--- src/rtl/round_controller.sv ---
// Fighting-game round sequencer: countdown, hitbox/hurtbox hit detection with hitstop, round and match scoring.
// Define ROUND_TIMER_EN to enable the per-round clock; without it timer_sec reads 0 and rounds never time out.
module round_controller #(
    parameter int HEALTH_INIT      = 3,
    parameter int ROUNDS_TO_WIN    = 2,
    parameter int COUNTDOWN_FRAMES = 180,
    parameter int HITSTOP_FRAMES   = 8,
    parameter int KO_FRAMES        = 120,
    parameter int ROUND_SECONDS    = 99,
    parameter int FRAMES_PER_SEC   = 60
) (
    input  logic       clk,
    input  logic       rst,
    input  logic       frame_tick,
    input  logic       start,
    input  logic       p1_hit_active,
    input  logic       p2_hit_active,
    input  logic [9:0] p1_hit_x1,
    input  logic [9:0] p1_hit_x2,
    input  logic [9:0] p1_hit_y1,
    input  logic [9:0] p1_hit_y2,
    input  logic [9:0] p2_hit_x1,
    input  logic [9:0] p2_hit_x2,
    input  logic [9:0] p2_hit_y1,
    input  logic [9:0] p2_hit_y2,
    input  logic [9:0] p1_hurt_x1,
    input  logic [9:0] p1_hurt_x2,
    input  logic [9:0] p1_hurt_y1,
    input  logic [9:0] p1_hurt_y2,
    input  logic [9:0] p2_hurt_x1,
    input  logic [9:0] p2_hurt_x2,
    input  logic [9:0] p2_hurt_y1,
    input  logic [9:0] p2_hurt_y2,
    output logic [3:0] p1_health,
    output logic [3:0] p2_health,
    output logic [1:0] p1_rounds,
    output logic [1:0] p2_rounds,
    output logic [2:0] state,
    output logic [6:0] timer_sec,
    output logic       p1_hit_pulse,
    output logic       p2_hit_pulse,
    output logic       freeze,
    output logic [1:0] winner
);
    typedef enum logic [2:0] {
        IDLE      = 3'd0,
        COUNTDOWN = 3'd1,
        FIGHT     = 3'd2,
        HITSTOP   = 3'd3,
        ROUND_END = 3'd4,
        GAME_OVER = 3'd5
    } state_t;

    localparam logic [3:0]  HEALTH_LOAD  = 4'(HEALTH_INIT);
    localparam logic [1:0]  ROUNDS_MAX   = 2'(ROUNDS_TO_WIN);
    localparam logic [6:0]  SECONDS_LOAD = 7'(ROUND_SECONDS);
    localparam logic [15:0] CD_LAST      = 16'(COUNTDOWN_FRAMES - 1);
    localparam logic [15:0] HS_LAST      = 16'(HITSTOP_FRAMES - 1);
    localparam logic [15:0] KO_LAST      = 16'(KO_FRAMES - 1);
    localparam logic [15:0] SEC_LAST     = 16'(FRAMES_PER_SEC - 1);

    function automatic logic overlap(input logic [9:0] hx1, hx2, hy1, hy2, ux1, ux2, uy1, uy2);
        return (hx1 <= ux2) && (ux1 <= hx2) && (hy1 <= uy2) && (uy1 <= hy2);
    endfunction

    function automatic logic [3:0] dec_sat(input logic [3:0] h);
        return (h == 4'd0) ? 4'd0 : h - 4'd1;
    endfunction

    state_t      state_r, state_s;
    logic [3:0]  p1_health_r, p1_health_s, p2_health_r, p2_health_s;
    logic [1:0]  p1_rounds_r, p1_rounds_s, p2_rounds_r, p2_rounds_s;
    logic [1:0]  winner_r, winner_s, award_win_s, award_r1_s, award_r2_s;
    logic [6:0]  timer_r, timer_s;
    logic [15:0] frame_cnt_r, frame_cnt_s, sec_cnt_r, sec_cnt_s;
    logic        p1_used_r, p1_used_s, p2_used_r, p2_used_s;
    logic        p1_pulse_r, p1_pulse_s, p2_pulse_r, p2_pulse_s;
    logic        freeze_r, timer_en_s, p1_lands_s, p2_lands_s;

`ifdef ROUND_TIMER_EN
    assign timer_en_s = 1'b1;
`else
    assign timer_en_s = 1'b0;
`endif

    // An attack lands only once per activation: the consumed flag blocks repeats
    assign p1_lands_s = p1_hit_active && !p1_used_r &&
        overlap(p1_hit_x1, p1_hit_x2, p1_hit_y1, p1_hit_y2, p2_hurt_x1, p2_hurt_x2, p2_hurt_y1, p2_hurt_y2);
    assign p2_lands_s = p2_hit_active && !p2_used_r &&
        overlap(p2_hit_x1, p2_hit_x2, p2_hit_y1, p2_hit_y2, p1_hurt_x1, p1_hurt_x2, p1_hurt_y1, p1_hurt_y2);

    // Round award from the healths standing when the round ends
    always_comb begin
        award_r1_s  = p1_rounds_r;
        award_r2_s  = p2_rounds_r;
        award_win_s = 2'd3;
        if (p1_health_r > p2_health_r) begin
            award_win_s = 2'd1;
            award_r1_s  = (p1_rounds_r >= ROUNDS_MAX) ? ROUNDS_MAX : p1_rounds_r + 2'd1;
        end else if (p2_health_r > p1_health_r) begin
            award_win_s = 2'd2;
            award_r2_s  = (p2_rounds_r >= ROUNDS_MAX) ? ROUNDS_MAX : p2_rounds_r + 2'd1;
        end else begin
            award_win_s = 2'd3;
        end
    end

    // Next-state and next-value logic for the match sequencer
    always_comb begin
        state_s     = state_r;
        p1_health_s = p1_health_r;
        p2_health_s = p2_health_r;
        p1_rounds_s = p1_rounds_r;
        p2_rounds_s = p2_rounds_r;
        winner_s    = winner_r;
        timer_s     = timer_r;
        frame_cnt_s = frame_cnt_r;
        sec_cnt_s   = sec_cnt_r;
        p1_pulse_s  = 1'b0;
        p2_pulse_s  = 1'b0;
        if (frame_tick && !p1_hit_active) p1_used_s = 1'b0;
        else                              p1_used_s = p1_used_r;
        if (frame_tick && !p2_hit_active) p2_used_s = 1'b0;
        else                              p2_used_s = p2_used_r;

        case (state_r)
            IDLE, GAME_OVER: begin
                if (start) begin
                    state_s     = COUNTDOWN;
                    p1_health_s = HEALTH_LOAD;
                    p2_health_s = HEALTH_LOAD;
                    p1_rounds_s = 2'd0;
                    p2_rounds_s = 2'd0;
                    winner_s    = 2'd0;
                    timer_s     = SECONDS_LOAD;
                    frame_cnt_s = 16'd0;
                    sec_cnt_s   = 16'd0;
                    p1_used_s   = 1'b0;
                    p2_used_s   = 1'b0;
                end else begin
                    state_s = state_r;
                end
            end
            COUNTDOWN: begin
                if (frame_tick && frame_cnt_r == CD_LAST) begin
                    state_s     = FIGHT;
                    frame_cnt_s = 16'd0;
                end else if (frame_tick) begin
                    frame_cnt_s = frame_cnt_r + 16'd1;
                end else begin
                    frame_cnt_s = frame_cnt_r;
                end
            end
            FIGHT: begin
                if (frame_tick && (p1_lands_s || p2_lands_s)) begin
                    state_s     = HITSTOP;
                    frame_cnt_s = 16'd0;
                    if (p1_lands_s) begin
                        p2_health_s = dec_sat(p2_health_r);
                        p2_pulse_s  = 1'b1;
                        p1_used_s   = 1'b1;
                    end else begin
                        p2_pulse_s = 1'b0;
                    end
                    if (p2_lands_s) begin
                        p1_health_s = dec_sat(p1_health_r);
                        p1_pulse_s  = 1'b1;
                        p2_used_s   = 1'b1;
                    end else begin
                        p1_pulse_s = 1'b0;
                    end
                end else if (frame_tick && sec_cnt_r == SEC_LAST) begin
                    sec_cnt_s = 16'd0;
                    timer_s   = (timer_r == 7'd0) ? 7'd0 : timer_r - 7'd1;
                    if (timer_en_s && timer_r == 7'd1) begin
                        state_s     = ROUND_END;
                        frame_cnt_s = 16'd0;
                        winner_s    = award_win_s;
                        p1_rounds_s = award_r1_s;
                        p2_rounds_s = award_r2_s;
                    end else begin
                        state_s = FIGHT;
                    end
                end else if (frame_tick) begin
                    sec_cnt_s = sec_cnt_r + 16'd1;
                end else begin
                    sec_cnt_s = sec_cnt_r;
                end
            end
            HITSTOP: begin
                if (frame_tick && frame_cnt_r == HS_LAST) begin
                    frame_cnt_s = 16'd0;
                    if (p1_health_r == 4'd0 || p2_health_r == 4'd0) begin
                        state_s     = ROUND_END;
                        winner_s    = award_win_s;
                        p1_rounds_s = award_r1_s;
                        p2_rounds_s = award_r2_s;
                    end else begin
                        state_s = FIGHT;
                    end
                end else if (frame_tick) begin
                    frame_cnt_s = frame_cnt_r + 16'd1;
                end else begin
                    frame_cnt_s = frame_cnt_r;
                end
            end
            ROUND_END: begin
                if (frame_tick && frame_cnt_r == KO_LAST) begin
                    frame_cnt_s = 16'd0;
                    if (p1_rounds_r == ROUNDS_MAX) begin
                        state_s  = GAME_OVER;
                        winner_s = 2'd1;
                    end else if (p2_rounds_r == ROUNDS_MAX) begin
                        state_s  = GAME_OVER;
                        winner_s = 2'd2;
                    end else begin
                        state_s     = COUNTDOWN;
                        p1_health_s = HEALTH_LOAD;
                        p2_health_s = HEALTH_LOAD;
                        timer_s     = SECONDS_LOAD;
                        sec_cnt_s   = 16'd0;
                        winner_s    = 2'd0;
                    end
                end else if (frame_tick) begin
                    frame_cnt_s = frame_cnt_r + 16'd1;
                end else begin
                    frame_cnt_s = frame_cnt_r;
                end
            end
            default: begin
                state_s = IDLE;
            end
        endcase
    end

    // State and output registers; freeze is registered from the next state
    always_ff @(posedge clk or negedge rst) begin
        if (!rst) begin
            state_r     <= IDLE;
            p1_health_r <= HEALTH_LOAD;
            p2_health_r <= HEALTH_LOAD;
            p1_rounds_r <= 2'd0;
            p2_rounds_r <= 2'd0;
            winner_r    <= 2'd0;
            timer_r     <= SECONDS_LOAD;
            frame_cnt_r <= 16'd0;
            sec_cnt_r   <= 16'd0;
            p1_used_r   <= 1'b0;
            p2_used_r   <= 1'b0;
            p1_pulse_r  <= 1'b0;
            p2_pulse_r  <= 1'b0;
            freeze_r    <= 1'b1;
        end else begin
            state_r     <= state_s;
            p1_health_r <= p1_health_s;
            p2_health_r <= p2_health_s;
            p1_rounds_r <= p1_rounds_s;
            p2_rounds_r <= p2_rounds_s;
            winner_r    <= winner_s;
            timer_r     <= timer_s;
            frame_cnt_r <= frame_cnt_s;
            sec_cnt_r   <= sec_cnt_s;
            p1_used_r   <= p1_used_s;
            p2_used_r   <= p2_used_s;
            p1_pulse_r  <= p1_pulse_s;
            p2_pulse_r  <= p2_pulse_s;
            freeze_r    <= (state_s != FIGHT);
        end
    end

    assign state        = state_r;
    assign p1_health    = p1_health_r;
    assign p2_health    = p2_health_r;
    assign p1_rounds    = p1_rounds_r;
    assign p2_rounds    = p2_rounds_r;
    assign winner       = winner_r;
    assign timer_sec    = timer_en_s ? timer_r : 7'd0;
    assign p1_hit_pulse = p1_pulse_r;
    assign p2_hit_pulse = p2_pulse_r;
    assign freeze       = freeze_r;
endmodule

--- config.mk ---
export PLATFORM = sky130hd
export DESIGN_NAME = round_controller
export DESIGN_NICKNAME = d
export VERILOG_FILES = /design/src/rtl/round_controller.sv
export SDC_FILE = /design/constraint.sdc
export NUM_CORES = 1
export LEC_CHECK = 0
export BUFFER_PORTS_ARGS = -buffer_cell sky130_fd_sc_hd__clkbuf_2
export CORE_ASPECT_RATIO = 1.2
export CORE_UTILIZATION = 49
export DETAILED_ROUTE_END_ITERATION = 8
export PLACE_DENSITY_LB_ADDON = 0.12
export SLEW_MARGIN = 20
export SYNTH_ARGS = -nofsm -noshare
export SYNTH_HDL_FRONTEND = slang
export SYNTH_SLANG_ARGS = --single-unit
--- constraint.sdc ---
create_clock -name clk -period 3.2 [get_ports clk]
set_clock_uncertainty 0.05 [all_clocks]
set_input_delay 0.32 -clock clk [delete_from_list [all_inputs] [get_ports clk]]
set_output_delay 0.32 -clock clk [all_outputs]
set_load 0.02 [all_outputs]
==> results by group <==
Detailed routing
  • Initial DRT Pass Iterations: 4
  • Number of vias per cell: 5.30
  • Via Count: 4550
  • Post-route ant nets: 0
  • Final wirelength: 11.4 mm
  • Drt initial violations: 117
  • DRC: 0
  • WL per Instance: 13.3 um

Outcome
  • Status: finished, final reports clean

Finish
  • Final Net Count: 992
  • # fillers: 811
  • Area Growth Syn to Fin: 25.2%
  • Layout Cells excl Fill: 859
  • Ant diodes: 0
  • Design Area, Final: 0.00558 sq mm
  • Share of layout cells above drive strength 1: 0.291

Power and ir drop
  • Sequential share of power: 0.368
  • Max rail drop VDD: 0.000310 V
  • Net Sw Frac: 0.355
  • Lkg Pwr: 0.00316 uW
  • Internal Power: 1050 uW
  • Clock network power share: 0.252
  • Switching power of the nets: 577 uW
  • Combinational share of power: 0.381
  • PwrDens: 292 mW/mm^2

GRT
  • Initial antenna violation count: 0
  • First-pass GRT wire length: 18.0 mm
  • Vias in the first global route: 4279
  • GRT Util Overall: 0.234
  • Largest net degree at the start of global routing: 39
  • GRT overflow: 0

Setup path
  • Reg2Reg Depth: 7
  • Slowest stage delay, CP: 0.41 ns
  • CP endpoint kind: register
  • R2R Path End: p1_health[0]
  • Crit path capture: frame_cnt_r[15]
  • Max FO, Critical Path: 16
  • Setup CP Type: input pin to register
  • R2r setup slk: 0.77 ns
  • Worst endpoint data arrival time: 2.82 ns
  • Reg2reg start: frame_cnt_r[0]
  • Crit-path cells: clkbuf_2 > inv_1 > ha_1 > a21oi_1 > o21ai_1 > a2111oi_0 > a31oi_1 > nor4_4 > o211ai_2 > and2_1 > a22o_1
  • Worst setup path start: p2_hit_y2[3]
  • CP max stage cell: a2111oi_0
  • Crit start category: input pin
  • Req. time, crit path: 3.34 ns

Placed design
  • IO Port Bufs: 185
  • Placed Cells: 851
  • DPL Wire Length: 9.73 mm
  • Post-place instance area: 0.00546 sq mm
  • Placer Congestion: 0.888

CTS
  • Clk sinks: 38
  • Max clock buf depth: 2
  • Clk_lat worst skew: 0.30 ns
  • Clock transition at path regs: 0.08 ns
  • H-tree level count: 2
  • Cts hold-fix bufs: 0
  • Clk root buf: clkbuf_8
  • CTS tree: done
  • Inserted Clock Buffers: 5
  • Post-CTS Setup Bufs: 0
  • CTS resizes: 0

Floorplan
  • Full die area: 0.00948 sq mm
  • Num ports: 193
  • Core box area: 0.00870 sq mm
  • DIE HEIGHT: 106 um
  • Starting density of the core: 0.512
  • Die W: 89.1 um
  • # rows: 37

Synth
  • Netlist cell types: 57
  • Post-synth top area share: 0.239
  • Syn_area_per_cell: 7.94 sq um
  • Synth area leaders: ha_1 (24%), dfrtp_1 (19%), inv_1 (8.7%)
  • Most numerous cell in the Yosys netlist: inv_1
  • Top FF cell, synth: dfrtp_1
  • Synth area leader: ha_1
  • Post-Synthesis Cell Area: 0.00446 sq mm
  • Fraction of registers with async set/reset: 1.00
  • Ys Warns: 0
  • Commonest cells in the netlist: inv_1 (103), ha_1 (85), nor2_1 (49), a21oi_1 (43), dfrtp_1 (33)
  • Register bit total from synthesis: 38
  • Synth Instances: 561
  • Post-synth EDFFs: 0
  • Post-synthesis sequential area ratio: 0.215

Hold path
  • Worst hold path class: input pin to asynchronous set/reset pin

STA
  • RSZ-0062 raised after global routing: no
  • FMAX: 0.374 GHz
  • Max-slew violation count: 0
  • Worst-Margin Slew: 0.931 ns
  • Final Hold Viols: 0
  • Slew headroom: 0.379
  • Minimum hold slack: 0.110 ns
  • Setup TNS: 0 ns
  • Setup-failing EPs final: 0
  • Final period util: 0.836
  • Min Tclk post-route: 2.67 ns

Job
  • Maxcap violations: 0
-- cells in the final DEF (no fill, tap or decap), types with 3 or more instances in the layout --
master / instances
nand2_1: 29
o31ai_1: 5
o21bai_1: 4
nor2_1: 49
a2111oi_0: 6
and4_1: 3
o31a_1: 4
clkbuf_2: 185
nor2b_1: 5
nand2b_1: 13
conb_1: 7
mux2i_1: 11
nand3b_1: 3
a22o_1: 3
a31oi_1: 6
nand4_1: 19
a211oi_1: 14
nor3_1: 10
dfstp_2: 5
buf_4: 3
nand3_1: 8
dfrtp_1: 33
a21oi_1: 43
xnor2_1: 3
inv_1: 103
and3_1: 6
clkbuf_8: 5
a22oi_1: 4
mux2_2: 6
ha_1: 85
o21ai_0: 21
and2_1: 5
-- worst min-delay path by stage --
stage | from | end | cells past startpoint
final | rst | p1_health[3] | 1
after global routing | rst | p2_used_r | 1
after CTS | rst | frame_cnt_r[3] | 1
after detailed placement | winner[1] | winner[1] | 1
after global placement | winner[0] | winner[0] | 1
after floorplan | rst | frame_cnt_r[0] | 0
-- sequential cells by signal (all words and copies together) (netlist names) --
register / count
frame_cnt_r: 16
freeze: 1
p1_health: 4
p1_hit_pulse: 1
p1_rounds: 2
p1_used_r: 1
p2_health: 4
p2_hit_pulse: 1
p2_rounds: 2
p2_used_r: 1
state: 3
winner: 2
-- logic make-up after synthesis --
group	synth area share
other	0.000842
flip-flops	0.215
buffers and inverters	0.111
multiplexers	0.0399
AO/OA/AOI/OAI	0.185
adder cells (fa/ha/maj)	0.239
XOR/XNOR	0.00590
AND/OR/NAND/NOR	0.204
-- worst max-delay path: cells and delay by family --
family	cells	cell delay, ns
AOI/OAI and AO/OA	6	1.41
and+or+nand+nor	2	0.67
adders and majority gates	1	0.30
buffers and inverters	2	0.11
-- final cells by class --
cell class	instances	area (sq um)	area share
Multi-Input combinational cell	405	3020	0.542
Sequential cell	38	957	0.172
Timing Repair Buffer	188	948	0.170
Inverter	103	387	0.0693
Tap cell	117	146	0.0263
Clock buffer	5	68.8	0.0123
Clock inverter	3	45.0	0.00808
-- stage by stage --
step	power, uW	util	setup slack (ns)
final	1630	0.641	0.526
after global routing	1750	0.641	0.283
after global placement	1200	0.628	0.299
after floorplan	997	-	0.734
after CTS	1640	0.641	0.536
after detailed placement	1220	0.628	0.201
-- power by group through the flow --
stage | clock network, uW | registers, uW | logic, uW
floorplan | 0 | 603 | 394
global placement | 0 | 601 | 595
detailed placement | 0 | 603 | 620
CTS | 421 | 596 | 623
global route | 441 | 605 | 706
finish | 409 | 599 | 619
-- metal layers --
| metal | vias to the layer above | GRT usage | routed length (um) |
|---|---|---|---|
| met4 | 0 | 0.0476 | 140 |
| met5 | - | 0 | 0 |
| li1 | 2326 | - | - |
| met2 | 126 | 0.454 | 5990 |
| met3 | 12 | 0.0404 | 726 |
| met1 | 2086 | 0.261 | 4570 |
Power figures use the tool's default switching activity.
